--- src/rtl/demux_sched_pkg.sv ---
// Shared types, limits and round-robin helper for demux_rr_scheduler.
package demux_sched_pkg;

  typedef enum logic [1:0] {
    ST_IDLE,
    ST_SELECT,
    ST_SEND,
    ST_GAP
  } sched_state_t;

  typedef logic [1:0] chan_t;

  localparam int unsigned BURST_MAX = 16;
  localparam int unsigned GAP_MAX   = 7;
  localparam int unsigned CNT_W     = $clog2(BURST_MAX + 1);
  localparam int unsigned GCNT_W    = $clog2(GAP_MAX + 1);

  // First channel set in mask strictly after last, wrapping 3->0; last if mask is empty.
  function automatic chan_t rr_next(chan_t last, logic [3:0] mask);
    chan_t pick;
    chan_t idx;
    logic  found;
    pick  = last;
    found = 1'b0;
    for (int unsigned i = 1; i <= 4; i++) begin
      idx = chan_t'(32'(last) + i);
      if (!found && mask[idx]) begin
        pick  = idx;
        found = 1'b1;
      end
    end
    return pick;
  endfunction

endpackage

--- src/rtl/demux_1x4.sv ---
// Combinational 1x4 demultiplexer: routes y to the output chosen by {S_1,S_0}.
module demux_1x4 (
  input  logic y,
  input  logic S_0,
  input  logic S_1,
  output logic a,
  output logic b,
  output logic c,
  output logic d
);

  // Steer y to exactly one output; the others stay low.
  always_comb begin
    a = 1'b0;
    b = 1'b0;
    c = 1'b0;
    d = 1'b0;
    case ({S_1, S_0})
      2'd0:    a = y;
      2'd1:    b = y;
      2'd2:    c = y;
      default: d = y;
    endcase
  end

endmodule

--- src/rtl/demux_rr_scheduler.sv ---
// Round-robin burst scheduler sharing one serial stream across four sinks
// through demux_1x4. Optional macro DEMUX_SCHED_SKIP_EN: selection also
// requires dst_ready, so a stalled sink loses its turn.
module demux_rr_scheduler
  import demux_sched_pkg::*;
#(
  parameter int unsigned BURST = 4,
  parameter int unsigned GAP   = 1
) (
  input  logic       clk,
  input  logic       rst,
  input  logic [3:0] en,
  input  logic       y,
  input  logic       y_valid,
  output logic       y_ready,
  input  logic [3:0] dst_ready,
  output logic       S_0,
  output logic       S_1,
  output logic       a,
  output logic       b,
  output logic       c,
  output logic       d,
  output logic [3:0] dst_valid,
  output logic       busy
);

  localparam logic [CNT_W-1:0]  BURST_LAST = CNT_W'(BURST - 1);
  localparam logic [GCNT_W-1:0] GAP_LAST   = GCNT_W'((GAP == 0) ? 0 : GAP - 1);

  sched_state_t      state_q, state_d;
  chan_t             sel_q, last_q, next_ch;
  logic [CNT_W-1:0]  cnt_q;
  logic [GCNT_W-1:0] gcnt_q;
  logic [3:0]        elig;
  logic              xfer;
  logic              y_gated;
  logic              dm_a, dm_b, dm_c, dm_d;

`ifdef DEMUX_SCHED_SKIP_EN
  assign elig = en & dst_ready;
`else
  assign elig = en;
`endif

  assign next_ch = rr_next(last_q, elig);
  assign S_0     = sel_q[0];
  assign S_1     = sel_q[1];
  assign busy    = (state_q != ST_IDLE);
  assign xfer    = y_valid & y_ready;
  assign y_gated = y & xfer;

  // Source handshake: only a granted, enabled and ready sink accepts data.
  always_comb begin
    y_ready = 1'b0;
    if (state_q == ST_SEND) y_ready = dst_ready[sel_q] & en[sel_q];
  end

  // Next-state logic; an abort (en[sel] low) ends the burst like a completed one.
  always_comb begin
    state_d = state_q;
    case (state_q)
      ST_IDLE:   if (|elig) state_d = ST_SELECT;
      ST_SELECT: state_d = (|elig) ? ST_SEND : ST_IDLE;
      ST_SEND: begin
        if (!en[sel_q] || (xfer && cnt_q == BURST_LAST))
          state_d = (GAP == 0) ? ST_SELECT : ST_GAP;
      end
      ST_GAP:    if (gcnt_q == GAP_LAST) state_d = (|elig) ? ST_SELECT : ST_IDLE;
      default:   state_d = ST_IDLE;
    endcase
  end

  // State, grant and counters.
  always_ff @(posedge clk) begin
    if (rst) begin
      state_q <= ST_IDLE;
      sel_q   <= 2'd0;
      last_q  <= 2'd3;
      cnt_q   <= '0;
      gcnt_q  <= '0;
    end else begin
      state_q <= state_d;
      case (state_q)
        ST_SELECT: begin
          if (|elig) begin
            sel_q  <= next_ch;
            last_q <= next_ch;
            cnt_q  <= '0;
          end
        end
        ST_SEND: begin
          if (xfer) cnt_q <= cnt_q + 1'b1;
          if (state_d == ST_GAP) gcnt_q <= '0;
        end
        ST_GAP:  gcnt_q <= gcnt_q + 1'b1;
        default: ;
      endcase
    end
  end

  demux_1x4 u_demux (
    .y   (y_gated),
    .S_0 (S_0),
    .S_1 (S_1),
    .a   (dm_a),
    .b   (dm_b),
    .c   (dm_c),
    .d   (dm_d)
  );

  // Register the demux outputs and the one-hot strobe of the transferred bit.
  always_ff @(posedge clk) begin
    if (rst) begin
      {a, b, c, d} <= '0;
      dst_valid    <= '0;
    end else begin
      {a, b, c, d} <= {dm_a, dm_b, dm_c, dm_d};
      dst_valid    <= xfer ? (4'b0001 << sel_q) : 4'b0000;
    end
  end

endmodule

--- config.mk ---
export PLATFORM = sky130hd
export DESIGN_NAME = demux_rr_scheduler
export DESIGN_NICKNAME = d
export VERILOG_FILES = /design/src/rtl/demux_sched_pkg.sv /design/src/rtl/demux_1x4.sv /design/src/rtl/demux_rr_scheduler.sv
export SDC_FILE = /design/constraint.sdc
export NUM_CORES = 1
export LEC_CHECK = 0
export ABC_AREA = 1
export CORE_MARGIN = 4
export CORE_UTILIZATION = 49
export DETAILED_ROUTE_END_ITERATION = 12
export GPL_TIMING_DRIVEN = 0
export HOLD_SLACK_MARGIN = 0.06
export PLACE_DENSITY = 0.77
export SYNTH_ARGS = -nofsm -noshare
export SYNTH_HDL_FRONTEND = slang
export SYNTH_SLANG_ARGS = --single-unit
--- constraint.sdc ---
create_clock -name clk -period 1.7 [get_ports clk]
set_input_delay 0.34 -clock clk [delete_from_list [all_inputs] [get_ports clk]]
set_output_delay 0.34 -clock clk [all_outputs]
set_load 0.01 [all_outputs]
After elaboration in Yosys (flattened, before gate mapping)
Index checks and enable logic that the tools add are counted.

cells by class
  add/subtract/negate cells = 6
  $lt $le $gt $ge = 5
  eq/ne operators = 10
  shift operators = 1
  mux-type cells = 31
  bitwise logic cells = 7
  reduce and logical (&&, ||, !) cells = 24

operators with widths
  cell                 number
  $mux 2               8
  $lt 2x3->1 const B   5
  $bmux 1 s2           6
  $mux 1               11
  $mux 5               2
  $pmux 5 s2           1
  $eq 2x2->1 const B   4
  $pmux 2 s4           1
  $reduce_or 2->1      4
  $reduce_or 4->1      2
  $pmux 3 s2           1
  $reduce_bool 2->1    3
  $add 5x1->5 const B  1
  $eq 5x2->1 const B   1
  $add 2x1->2 const B  2
  $add 2x2->2 const B  2
  $eq 2x1->1 const B   2
  $logic_and 1x1->1    4
  $logic_not 1->1      4
  $logic_not 2->1      2
  $ne 2x2->1 const B   2
  $not 1->1            4
  $reduce_and 2->1     2
  $shl 1x2->4 const A  1
  other kinds (7)      9

word-level totals
  register bits = 22
  bits of input ports = 12
  output and inout port bits = 12
  word-level logic and storage cells = 94

Depth between registers and ports, before layout
  word-level depth = 13
  mapped depth = 16
  mapped depth without buffers = 16

By module
Synthesis repeated with hierarchy kept, for this count alone.

unflattened totals
  cell total of the unflattened synthesis = 202
  area total of the unflattened synthesis = 1357.6 um^2

by module, submodules not included
  module              times used  cells an instance  area an instance (um^2)
  demux_rr_scheduler  1           194                1327.5
  demux_1x4           1           8                  30.0

Worst setup path before layout
Ideal clock, no wire load.

  path type = register -> register
  start point = register sel_q[0]
  end point = register gcnt_q[0]
  setup time = 113 ps
  arrival = 1514 ps
  required time = 1587 ps
  path slack = 73 ps
  cell stages (with the launch flop) = 16
  clock period less this slack = 1627 ps
  cells stage by stage = dfxtp_1 -> inv_2 -> nand2_2 -> nand3_2 -> nand2_1 -> nand2_2 -> nor2_4 -> nand3_1 -> nand2_1 -> nand2_1 -> nand2_1 -> nand3_2 -> nand2_2 -> nand2_1 -> nand2_1 -> nor2_1

on the way
  word-level cells in the longest chain between the ends = 12
  elaborated cells on any way between the ends = 15
  those cells by class = 2 x eq/ne; 7 x mux; 2 x bitwise; 4 x reduce/logical

ends and longest elaborated chain
  element                                line                      text
  start: declaration                     demux_rr_scheduler.sv:31  chan_t sel_q, last_q, next_ch;
  start signal: assignment               demux_rr_scheduler.sv:86  sel_q <= next_ch;
  $bmux 1 s2                             demux_rr_scheduler.sv:55  if (state_q == ST_SEND) y_ready = dst_ready[sel_q] & en[sel_q];
  $mux 1 (not written as such)           demux_rr_scheduler.sv:55
  $and 1x1->1 (*)                        demux_rr_scheduler.sv:55
  $mux 1 (*)                             demux_rr_scheduler.sv:55
  named net y_ready                      demux_rr_scheduler.sv:15  output logic y_ready,
  $and 1x1->1 (*)                        demux_rr_scheduler.sv:49  assign xfer = y_valid & y_ready;
  $logic_and 1x1->1 (*)                  demux_rr_scheduler.sv:65  if (!en[sel_q] || (xfer && cnt_q == BURST_LAST))
  $logic_or 1x1->1 (*)                   demux_rr_scheduler.sv:65
  $mux 2 (*)                             demux_rr_scheduler.sv:65
  $pmux 2 s4 (*)                         demux_rr_scheduler.sv:61  case (state_q)
  $eq 2x2->1 (*)                         demux_rr_scheduler.sv:93  if (state_d == ST_GAP) gcnt_q <= '0;
  $ne 2x1->1 (no source line) (*)        -
  $reduce_and 2->1 (no source line) (*)  -
  end signal: assignment                 demux_rr_scheduler.sv:95  ST_GAP: gcnt_q <= gcnt_q + 1'b1;
  end: declaration                       demux_rr_scheduler.sv:33  logic [GCNT_W-1:0] gcnt_q;

The timed path passes the listed nets; every way through them passes the cells marked *. The select of a mux whose other input is x is not followed.
A chain may end at the register's enable or synchronous reset.

Worst setup path after layout
  start point = input port dst_ready[0]
  end point = output port y_ready

on the way
  word-level cells in the longest chain between the ends = 4

ends and longest elaborated chain
  element                       line                      text
  start: declaration            demux_rr_scheduler.sv:16  input logic [3:0] dst_ready,
  $bmux 1 s2                    demux_rr_scheduler.sv:55
  $mux 1 (not written as such)  demux_rr_scheduler.sv:55
  $and 1x1->1                   demux_rr_scheduler.sv:55
  $mux 1                        demux_rr_scheduler.sv:55
  end: declaration              demux_rr_scheduler.sv:15

No other way between the ends. The select of a mux whose other input is x is not followed.

==> impl_metrics.json <==
{
  "io_buffers": 23,
  "endpoint_kind": "output pin",
  "rsz0062_at_grt": "yes",
  "hold_ws_ns": 0.501,
  "fin_crit_ns": 1.69,
  "drc": 0,
  "fin_setup_tns_ns": 0,
  "yosys-top-cells-area": "dfxtp_1 (35%), nand2_1 (13%), ha_1 (7.9%)",
  "setup_violations": 0,
  "drive_gt1_share_pct": 26.1,
  "maxCapViolCount": 0,
  "syn2layout_area_growth_pct": 39.4,
  "die_y_um": 58.7,
  "yosysTopAreaCell": "dfxtp_1",
  "dp.cells": 236,
  "place.gp.congestion": 0.776,
  "syn_avg_cell_area_sq_um": 6.89,
  "status": "completed",
  "synth.net_count": 203,
  "rr_startpoint": "gcnt_q[0]$_SDFFE_PP0P_",
  "slew_headroom_pct": 65.8,
  "antenna_found_initial": 0,
  "grt_pass1_wl_mm": 4.93,
  "die_w_um": 58.7,
  "hold_path.class": "register to register",
  "wl_mm": 3.11,
  "cts.htree.levels": 1,
  "io_pins": 24,
  "clk_pin_slew_worst_paths_ns": 0.13,
  "synth_cell_types": 29,
  "synth.yosys.seq_area_share_pct": 34.9,
  "cts_buffers": 3,
  "rr_worst_depth": 12,
  "grt_pass1_vias": 1220,
  "nFillCells": 199,
  "cts_tree": "built",
  "synth_warnings": 0,
  "hold_viol_final": 0,
  "r2r_slack_ns": 0.05,
  "p_per_area_mw_per_mm2": 1450,
  "synth_seq_cells": 22,
  "cts.sinks": 22,
  "vdd_ir_drop_max_v": 0.000932,
  "final_core_util_pct": 71.6,
  "p_total_mw": 2.54,
  "firstDrtPassIters": 4,
  "slew_violations": 0,
  "max_slew.worst_pin.slew_ns": 0.507,
  "start_util_pct": 51.4,
  "root_buffer": "clkbuf_4",
  "cp.required_ns": 1.36,
  "leakage_nw": 0.756,
  "syn_inst": 183,
  "clkLatencyLatePin_ns": 0.31,
  "cp-start-kind": "primary input",
  "hpwl_mm": 2.16,
  "clockBufferDepth": 2,
  "clock_skew_ns": 0.0123,
  "criticalPathCategory": "primary input to output pin",
  "grt_overflow_total": 0,
  "via_per_inst": 5.17,
  "core_area_sq_mm": 0.00245,
  "antenna_cells": 0,
  "wl_per_cell_um": 12.5,
  "arrival_ns": 1.35,
  "fin_nets": 239,
  "fmax_mhz": 592,
  "period_share_pct": 99.4,
  "die_area_sq_mm": 0.00345,
  "synth_top_area_share_pct": 34.9,
  "rr_endpoint": "gcnt_q[1]$_SDFFE_PP0P_",
  "syn-cell-area_sq_mm": 0.00126,
  "instances_no_fill": 248,
  "grt_max_degree": 14,
  "drtIter0Drc": 41,
  "vias": 1281,
  "placementRows": 18,
  "worstSetupStartpoint": "dst_ready[0]",
  "crit_end": "y_ready",
  "path_max_fanout": 4,
  "grt_usage_pct": 17.7,
  "ant_nets": 0
}
==> layout make-up <==
class                      count  area (sq um)  share of cell area, %
buffer                         2          22.5                   1.28
multi-input combinational    134           803                   45.7
inverter                      25           105                   5.98
timing repair buffer          31           285                   16.2
tap                           30          37.5                   2.14
clock inverter                 1          30.0                   1.71
clock buffer                   3          22.5                   1.28
sequential                    22           452                   25.7
==> power breakdown <==
part | internal (mW) | switching [mW]
clock network | 0.238 | 0.163
logic | 0.585 | 0.827
registers | 0.628 | 0.101
==> per-layer routing <==
layer / GRT usage, % / part of all wire, % / routed length, um / up-vias
met2: 33.9 / 52 / 1630 / 40
met4: 3.88 / 0.80 / 25 / 0
met1: 20.6 / 40 / 1260 / 578
li1: - / - / - / 659
met5: 0 / 0 / 0 / -
met3: 2.41 / 6.6 / 205 / 4
==> synth_stat cells (all sizes together) <==
master,n
nand3b,1
xor2,1
o22ai,1
nor2,22
nor3,7
nor4,3
ha,8
nand4,1
buf,2
o21ai,11
nand2,50
nand3,13
or2,1
a211oi,2
clkinv,1
dfxtp,22
xnor2,1
o21bai,1
nor3b,1
a21oi,9
o211ai,1
inv,24
==> cell usage in the layout (no fill, tap or decap), types with 3 or more instances in the layout <==
cell type	instances
nand2_1	36
inv_1	20
nor2_1	18
clkdlybuf4s50_1	17
dfxtp_1	15
nand2_2	12
nand3_1	8
buf_4	8
nor3_1	7
a21oi_1	7
o21ai_1	6
ha_1	6
dfxtp_2	6
dlygate4sd2_1	5
nand3_2	4
o21ai_0	4
buf_6	3
nor2_2	3
clkbuf_4	3
==> metrics by stage <==
step           setup WS (ns)  cell area, sq um
5_1_grt              -0.0609              1760
2_1_floorplan         0.0733              1260
3_3_place_gp          -0.508              1530
4_1_cts              -0.0187              1650
6_report              0.0106              1760
3_5_place_dp          -0.511              1530
==> worst min-delay path by stage <==
stage,start,endpoint,cells after the start
after floorplan,rst,sel_q[0]$_SDFFE_PP0P_,1
after global placement,cnt_q[4]$_SDFFE_PP0P_,cnt_q[4]$_SDFFE_PP0P_,2
after detailed placement,cnt_q[4]$_SDFFE_PP0P_,cnt_q[4]$_SDFFE_PP0P_,2
after CTS,cnt_q[4]$_SDFFE_PP0P_,cnt_q[4]$_SDFFE_PP0P_,2
after global routing,cnt_q[0]$_SDFFE_PP0P_,cnt_q[0]$_SDFFE_PP0P_,2
final,cnt_q[0]$_SDFFE_PP0P_,cnt_q[0]$_SDFFE_PP0P_,2
==> cells by family (layout without fill, tap and decap cells) <==
family | count (synthesis) | count (layout) | synth area share [%]
and+or+nand+nor | 99 | 99 | 36.6
buffers and inverters | 27 | 62 | 8.33
AOI/OAI and AO/OA | 25 | 25 | 10.8
adders and majority gates | 8 | 8 | 7.94
xor gates and xnor gates | 2 | 2 | 1.39
DFF | 22 | 22 | 34.9
==> registers in the layout (all words and copies together), names as in the netlist <==
signal,flops
dst_valid,4
state_q,2
last_q,2
sel_q,2
gcnt_q,3
d,1
a,1
cnt_q,5
b,1
c,1
==> critical path: stages <==
cell	delay [ns]
clkdlybuf4s50_1	0.47
nand2_2	0.06
a21oi_2	0.14
nor2_2	0.06
nor2_4	0.16
buf_6	0.12
==> timing repair <==
item	in CTS	in global routing
setup buffers	4	4
pin swaps	5	11
gates resized for setup	28	28
endpoints found under the setup margin	9	11
cloned	0	0
hold buffers	0	0
No activity file was read; power rests on OpenSTA's default activity.
